$ cat src/rtl/bsg_mem_1rw_sync_pipe_pkg.sv
// bsg_mem_1rw_sync_pipe_pkg: derived-width helpers shared by the pipelined banked RAM
package bsg_mem_1rw_sync_pipe_pkg;
    function automatic int idx_width_f(input int n);
        return (n > 1) ? $clog2(n) : 1;
    endfunction
    function automatic int bank_bits_f(input int banks);
        return (banks > 1) ? $clog2(banks) : 0;
    endfunction
    function automatic int row_bits_f(input int els, input int banks);
        return idx_width_f(els / banks);
    endfunction
    function automatic int mask_width_f(input int width);
        return width / 8;
    endfunction
    function automatic int credit_width_f(input int read_lat);
        return $clog2(read_lat + 2);
    endfunction
endpackage

$ cat src/rtl/bsg_mem_1rw_sync_mask_write_byte.sv
// bsg_mem_1rw_sync_mask_write_byte: single-port sync RAM with byte write mask
// Ports: clk_i clock; v_i access enable; w_i 1=write; addr_i word address;
//        data_i write data; write_mask_i byte enables; data_o registered read data
module bsg_mem_1rw_sync_mask_write_byte #(
    parameter int els_p         = 16,
    parameter int data_width_p  = 32,
    localparam int addr_width_lp = (els_p > 1) ? $clog2(els_p) : 1,
    localparam int mask_width_lp = data_width_p / 8
) (
    input  logic                     clk_i,
    input  logic                     v_i,
    input  logic                     w_i,
    input  logic [addr_width_lp-1:0] addr_i,
    input  logic [data_width_p-1:0]  data_i,
    input  logic [mask_width_lp-1:0] write_mask_i,
    output logic [data_width_p-1:0]  data_o
);
    logic [data_width_p-1:0] r_mem [els_p];

    always_ff @(posedge clk_i) begin
        if (v_i && w_i) begin
            for (int b = 0; b < mask_width_lp; b++)
                if (write_mask_i[b]) r_mem[addr_i][b*8 +: 8] <= data_i[b*8 +: 8];
        end else if (v_i) begin
            data_o <= r_mem[addr_i];
        end
    end
endmodule

$ cat src/rtl/bsg_mem_1rw_sync_pipe_obuf.sv
// bsg_mem_1rw_sync_pipe_obuf: bypassing response FIFO plus read credit counter
// Ports: i_clk/i_rst_n clock and async active-low reset; i_v/i_data last pipeline
//        stage; i_rd_accept read accepted this cycle; i_yumi consumer dequeue;
//        o_ready credits available; o_v/o_data response toward the consumer
module bsg_mem_1rw_sync_pipe_obuf
    import bsg_mem_1rw_sync_pipe_pkg::*;
#(
    parameter int width_p           = 32,
    parameter int read_lat_p        = 2,
    parameter int latch_last_read_p = 0
) (
    input  logic               i_clk,
    input  logic               i_rst_n,
    input  logic               i_v,
    input  logic [width_p-1:0] i_data,
    input  logic               i_rd_accept,
    input  logic               i_yumi,
    output logic               o_ready,
    output logic               o_v,
    output logic [width_p-1:0] o_data
);
    localparam int depth_lp = read_lat_p + 1;
    localparam int ptr_w_lp = idx_width_f(depth_lp);
    localparam int cnt_w_lp = credit_width_f(read_lat_p);

    logic [width_p-1:0]  r_mem [depth_lp];
    logic [ptr_w_lp-1:0] r_wptr, r_rptr;
    logic [cnt_w_lp-1:0] r_count, r_credits;
    logic [width_p-1:0]  r_last, w_head;
    logic                w_empty, w_enq, w_deq;

    assign w_empty = (r_count == '0);
    assign w_head  = w_empty ? i_data : r_mem[r_rptr];
    // an arriving word bypassed straight to the consumer never enters storage
    assign w_enq   = i_v & ~(w_empty & i_yumi);
    assign w_deq   = i_yumi & ~w_empty;
    assign o_v     = ~w_empty | i_v;
    assign o_ready = (r_credits != '0);
    assign o_data  = o_v ? w_head : r_last;

    always_ff @(posedge i_clk)
        if (w_enq) r_mem[r_wptr] <= i_data;

    always_ff @(posedge i_clk or negedge i_rst_n) begin
        if (!i_rst_n) begin
            r_wptr    <= '0;
            r_rptr    <= '0;
            r_count   <= '0;
            r_credits <= cnt_w_lp'(read_lat_p + 1);
            r_last    <= '0;
        end else begin
            if (w_enq) r_wptr <= (r_wptr == ptr_w_lp'(depth_lp - 1)) ? '0 : r_wptr + 1'b1;
            if (w_deq) r_rptr <= (r_rptr == ptr_w_lp'(depth_lp - 1)) ? '0 : r_rptr + 1'b1;
            r_count   <= r_count + cnt_w_lp'(w_enq) - cnt_w_lp'(w_deq);
            r_credits <= r_credits - cnt_w_lp'(i_rd_accept) + cnt_w_lp'(i_yumi);
            if (latch_last_read_p != 0 && i_yumi) r_last <= w_head;
        end
    end
endmodule

$ cat src/rtl/bsg_mem_1rw_sync_pipe.sv
// bsg_mem_1rw_sync_pipe: banked byte-masked 1rw RAM with read pipeline and credit backpressure
// Ports: clk_i clock; reset_n_i async active-low reset; v_i/w_i/addr_i/data_i/w_mask_i
//        request (accepted on v_i & ready_o); ready_o credit available;
//        v_o/data_o in-order read response; yumi_i consumer dequeue
module bsg_mem_1rw_sync_pipe
    import bsg_mem_1rw_sync_pipe_pkg::*;
#(
    parameter int width_p           = 32,
    parameter int els_p             = 64,
    parameter int banks_p           = 4,
    parameter int read_lat_p        = 2,
    parameter int latch_last_read_p = 0,
    localparam int addr_width_lp    = $clog2(els_p),
    localparam int mask_w_lp        = mask_width_f(width_p)
) (
    input  logic                     clk_i,
    input  logic                     reset_n_i,
    input  logic                     v_i,
    input  logic                     w_i,
    input  logic [addr_width_lp-1:0] addr_i,
    input  logic [width_p-1:0]       data_i,
    input  logic [mask_w_lp-1:0]     w_mask_i,
    output logic                     ready_o,
    output logic                     v_o,
    output logic [width_p-1:0]       data_o,
    input  logic                     yumi_i
);
    localparam int bank_bits_lp = bank_bits_f(banks_p);
    localparam int bank_w_lp    = (bank_bits_lp > 0) ? bank_bits_lp : 1;
    localparam int row_w_lp     = row_bits_f(els_p, banks_p);

    typedef struct packed {
        logic               valid;
        logic [width_p-1:0] data;
    } stage_s;

    logic                 w_accept, w_rd_accept, r_rd_v;
    logic [bank_w_lp-1:0] w_bank, r_bank;
    logic [row_w_lp-1:0]  w_row;
    logic [width_p-1:0]   w_bank_data [banks_p];
    stage_s               w_s0, w_last;

    assign w_accept    = v_i & ready_o;
    assign w_rd_accept = w_accept & ~w_i;
    assign w_bank      = (banks_p == 1) ? '0 : addr_i[bank_w_lp-1:0];
    assign w_row       = row_w_lp'(addr_i >> bank_bits_lp);

    for (genvar b = 0; b < banks_p; b++) begin : g_bank
        bsg_mem_1rw_sync_mask_write_byte #(
            .els_p       (els_p / banks_p),
            .data_width_p(width_p)
        ) u_bank (
            .clk_i       (clk_i),
            .v_i         (w_accept && (w_bank == bank_w_lp'(b))),
            .w_i         (w_i),
            .addr_i      (w_row),
            .data_i      (data_i),
            .write_mask_i(w_mask_i),
            .data_o      (w_bank_data[b])
        );
    end

    // the bank index travels with the array access so the mux picks the right bank
    always_ff @(posedge clk_i or negedge reset_n_i) begin
        if (!reset_n_i) begin
            r_rd_v <= 1'b0;
            r_bank <= '0;
        end else begin
            r_rd_v <= w_rd_accept;
            if (w_rd_accept) r_bank <= w_bank;
        end
    end

    assign w_s0 = '{valid: r_rd_v, data: w_bank_data[r_bank]};

    if (read_lat_p > 1) begin : g_pipe
        stage_s r_pipe [read_lat_p-1];
        always_ff @(posedge clk_i or negedge reset_n_i) begin
            if (!reset_n_i) begin
                for (int i = 0; i < read_lat_p - 1; i++) r_pipe[i] <= '0;
            end else begin
                r_pipe[0] <= w_s0;
                for (int i = 1; i < read_lat_p - 1; i++) r_pipe[i] <= r_pipe[i-1];
            end
        end
        assign w_last = r_pipe[read_lat_p-2];
    end else begin : g_nopipe
        assign w_last = w_s0;
    end

    bsg_mem_1rw_sync_pipe_obuf #(
        .width_p          (width_p),
        .read_lat_p       (read_lat_p),
        .latch_last_read_p(latch_last_read_p)
    ) u_obuf (
        .i_clk      (clk_i),
        .i_rst_n    (reset_n_i),
        .i_v        (w_last.valid),
        .i_data     (w_last.data),
        .i_rd_accept(w_rd_accept),
        .i_yumi     (yumi_i),
        .o_ready    (ready_o),
        .o_v        (v_o),
        .o_data     (data_o)
    );

    a_yumi_needs_v: assert property (@(posedge clk_i) disable iff (!reset_n_i) yumi_i |-> v_o);
    a_width_bytes:  assert property (@(posedge clk_i) (width_p % 8) == 0);
    a_banks_pow2:   assert property (@(posedge clk_i) (banks_p & (banks_p - 1)) == 0);
    a_lat_range:    assert property (@(posedge clk_i) read_lat_p >= 1 && read_lat_p <= 4);
endmodule

$ cat config.mk
export PLATFORM = sky130hd
export DESIGN_NAME = bsg_mem_1rw_sync_pipe
export DESIGN_NICKNAME = d
export VERILOG_FILES = /design/src/rtl/bsg_mem_1rw_sync_pipe_pkg.sv /design/src/rtl/bsg_mem_1rw_sync_mask_write_byte.sv /design/src/rtl/bsg_mem_1rw_sync_pipe_obuf.sv /design/src/rtl/bsg_mem_1rw_sync_pipe.sv
export SDC_FILE = /design/constraint.sdc
export NUM_CORES = 2
export LEC_CHECK = 0
export CAP_MARGIN = 20
export CORE_UTILIZATION = 36
export CTS_CLUSTER_DIAMETER = 100
export CTS_CLUSTER_SIZE = 28
export DETAILED_ROUTE_END_ITERATION = 7
export PLACE_DENSITY = 0.58
export SYNTH_ARGS = -nofsm -noshare
export SYNTH_HDL_FRONTEND = slang
export SYNTH_SLANG_ARGS = --single-unit
$ cat constraint.sdc
create_clock -name clk_i -period 9.7 [get_ports clk_i]
set_clock_uncertainty 0.2 [all_clocks]
set_input_delay 1.94 -clock clk_i [delete_from_list [all_inputs] [get_ports clk_i]]
set_output_delay 1.94 -clock clk_i [all_outputs]
set_load 0.01 [all_outputs]
==> run summary <==
FFs w/ async S/R, synth - 1.90%
Static Leak - 28.3 nW
GPL Wtd Cong - 0.762
First-pass GRT wire length - 284 mm
Detailed placement HPWL - 118 mm
Final Max Slew Viols - 0
Post-synthesis mux area share - 14.8%
Seq cells post-synth - 2,316
CTS Sinks - 2,316
CP Launch Type - input port
Core Area - 241,000 µm²
Post-cts resize count - 0
Grt ovf - 0
Worst Setup End Kind - register
Dpl ws - 3.20 ns
Min-delay worst type - register to register
Sequential share of the synthesized area - 79.0%
Die width - 496 µm
Vias in the first global route - 39,900
Primary FF master, synth - edfxtp_1
DRT Wirelength - 196 mm
Initial antenna violation count - 27
Post-Synth Adder-Cell Area - 0.0570%
Starting Density - 36.4%
Critical path arrival - 5.93 ns
Slew headroom - 22.3%
Mapped Cells - 3,987
Port Buf Inserts - 80
Worst Path Required - 9.87 ns
Cell Area, Synth - 87,800 µm²
Hold Vio Cnt, Final - 0
Largest net degree at the start of global routing - 145
Nets - 4,049
Max H-tree Level - 3
FF-to-FF path depth - 4
Final TNS setup - 0 ns
Dpl cell area - 92,000 µm²
# IOs - 81
Outcome - finished clean
Final Setup Violations - 0
Main combinational cell family by area after synthesis - multiplexers
Synthesized Nets - 4,038
Placement Rows - 180
Reg2reg setup slack - 6.09 ns
CP Max Fanout - 94
Gr usage total - 15.9%
Hold path cells - 0
Max-cap violations - 0
Final Instance Area - 94,900 µm²
Power Dens Cells - 190 nW/µm²
Reg2reg end - g_bank[1].u_bank.r_mem[0][5]
DRC viols - 0
Yosys cell types - 29
Number of synthesized flops with an enable pin - 2,272
Postcts setup bufs - 0
Die footprint - 246,000 µm²
Crit path kind - input port to register
Cts bufs inserted - 94
Initial DRC Count - 3,956
Simple-gate share of the synthesized area - 2.32%
Min setup slack post-route - 3.94 ns
Post-layout min period - 5.76 ns
Number of hold buffers added after CTS - 0
Worst vdd ir - 137 µV
Max Root-Sink Buffers - 3
Area grow syn2layout - 8.06%
Hold Path Sink - g_pipe.r_pipe[32]
Fin Hold WS - 0.165 ns
Avg Synthesized Cell Area - 22.0 µm²
Complex-gate fraction of the synthesized area - 2.43%
Root Driver - clkbuf_16
Hold wc startpoint - r_rd_v
Final period util - 59.4%
Peak Freq - 0.174 GHz
Tightest Pin Transition - 1.17 ns
Clk pin slew, worst setup/hold paths - 0.10 ns
Total number of vias - 38,800
DRT antenna net count - 0
Post-synthesis xor/xnor area fraction - 0.0399%
Ratio of cells with drive above 1 in the final layout - 20.4%
Drt first pass iters - 7
YS warnings - 32
Clock latency on the worst-skew pair - 0.76 ns
RSZ-0062 raised after global routing - false
Final Util - 39.3%
Drt via density - 5.36
Chip height - 496 µm
CTS tree - yes
Avg WL per Cell - 27.1 µm
FF-to-FF Start - u_obuf.r_credits[0]
## power by group
part | switching (mW) | internal, mW | leakage (nW)
Combinational | 0.933 | 0.771 | 6.01
Sequential | 0.238 | 11.2 | 21.0
Clock | 2.94 | 1.91 | 1.31
Total | 4.11 | 13.9 | 28.3
## state kept, by name, summed over array words and instances (netlist names)
register / flops
g_bank.u_bank.r_mem: 2048
g_bank.u_bank.data_o: 128
u_obuf.r_mem: 96
g_pipe.r_pipe: 33
r_bank: 2
u_obuf.r_count: 2
u_obuf.r_credits: 2
u_obuf.r_rptr: 2
u_obuf.r_wptr: 2
r_rd_v: 1
## placed cells by master (no fill, tap or decap), types with 6 or more instances in the layout
cell type        synthesis  final
diode_2                  0      6
mux4_2                 544    544
buf_12                   0     19
clkbuf_16                0     98
mux2_2                  35     35
a22oi_1                256    256
mux2i_1                 32     32
nand2_1                163    162
buf_4                   14     56
inv_1                    8      8
dfrtp_1                 42     38
o21ai_0                 33     33
clkbuf_1               116     29
nand3_1                 65     64
buf_2                   60     33
clkdlybuf4s50_1          0     45
edfxtp_1              2272   2272
nor2_1                 260    257
## logic make-up (layout without fill, tap and decap cells)
family,Yosys count,in the layout
adder cells (fa/ha/maj),4,4
AND/OR/NAND/NOR,507,507
AO/OA/AOI/OAI,295,295
flip-flops,2316,2316
multiplexers,611,611
XOR/XNOR,4,4
other,0,6
buffers and inverters,250,302
## layout make-up
type / count / area (µm²)
Antenna cell: 6 / 15.0
Clock buffer: 127 / 2560
Clock inverter: 10 / 138
Fill cell: 21300 / 147000
Inverter: 8 / 30.0
Multi-Input combinational cell: 1421 / 17300
Sequential cell: 2316 / 69300
Tap cell: 3185 / 3990
Timing Repair Buffer: 157 / 1500
## routing by layer
layer  GRT usage (%)  routed length, µm
met1            21.8              82900
met5               0                155
met4            3.81               3950
met3            2.69              12200
met2            26.5              97100
## critical path, stage by stage
cell and delay [ns]:
buf_8 0.56, buf_4 0.86, and2_1 0.79, buf_4 0.33
nand3_1 0.42, nor2_1 0.84
## synthesized netlist by cell type (all sizes together), types with 3 or more instances
cell type  count  area (µm²)
buf          126         788
mux2          35         394
a21o           4        30.0
a22oi        256        1920
mux2i         32         320
mux4         544       12300
dfrtp         42        1050
nor2b          6        37.5
ha             4        50.1
xnor2          4        35.0
nor3b          4        30.0
nand2        163         612
o21ai         33         165
nor2         261         982
edfxtp      2272       68200
nand3b         3        22.5
clkbuf       116         435
nand3         65         325
inv            8        30.0
## metrics by stage
step           power [mW]  cells
6_report             18.0   7230
4_1_cts              18.1   7218
2_1_floorplan        12.5   3987
5_1_grt              18.6   7226
3_5_place_dp         13.4   7081
3_3_place_gp         13.4   7073
## worst max-delay path by stage
stage	from	to	slack, ns	cells past startpoint
finish	addr_i[3]	g_bank[1].u_bank.r_mem[3][2]	3.94	6
detailed placement	addr_i[3]	g_bank[1].u_bank.r_mem[3][5]	3.20	6
global placement	addr_i[3]	g_bank[2].u_bank.r_mem[7][25]	3.26	5
floorplan	yumi_i	u_obuf.r_mem[0][0]	1.82	1
CTS	addr_i[3]	g_bank[1].u_bank.r_mem[3][2]	4.03	6
global route	addr_i[3]	g_bank[1].u_bank.r_mem[3][2]	3.95	6
Note: power is estimated with default switching activity, not from simulation.
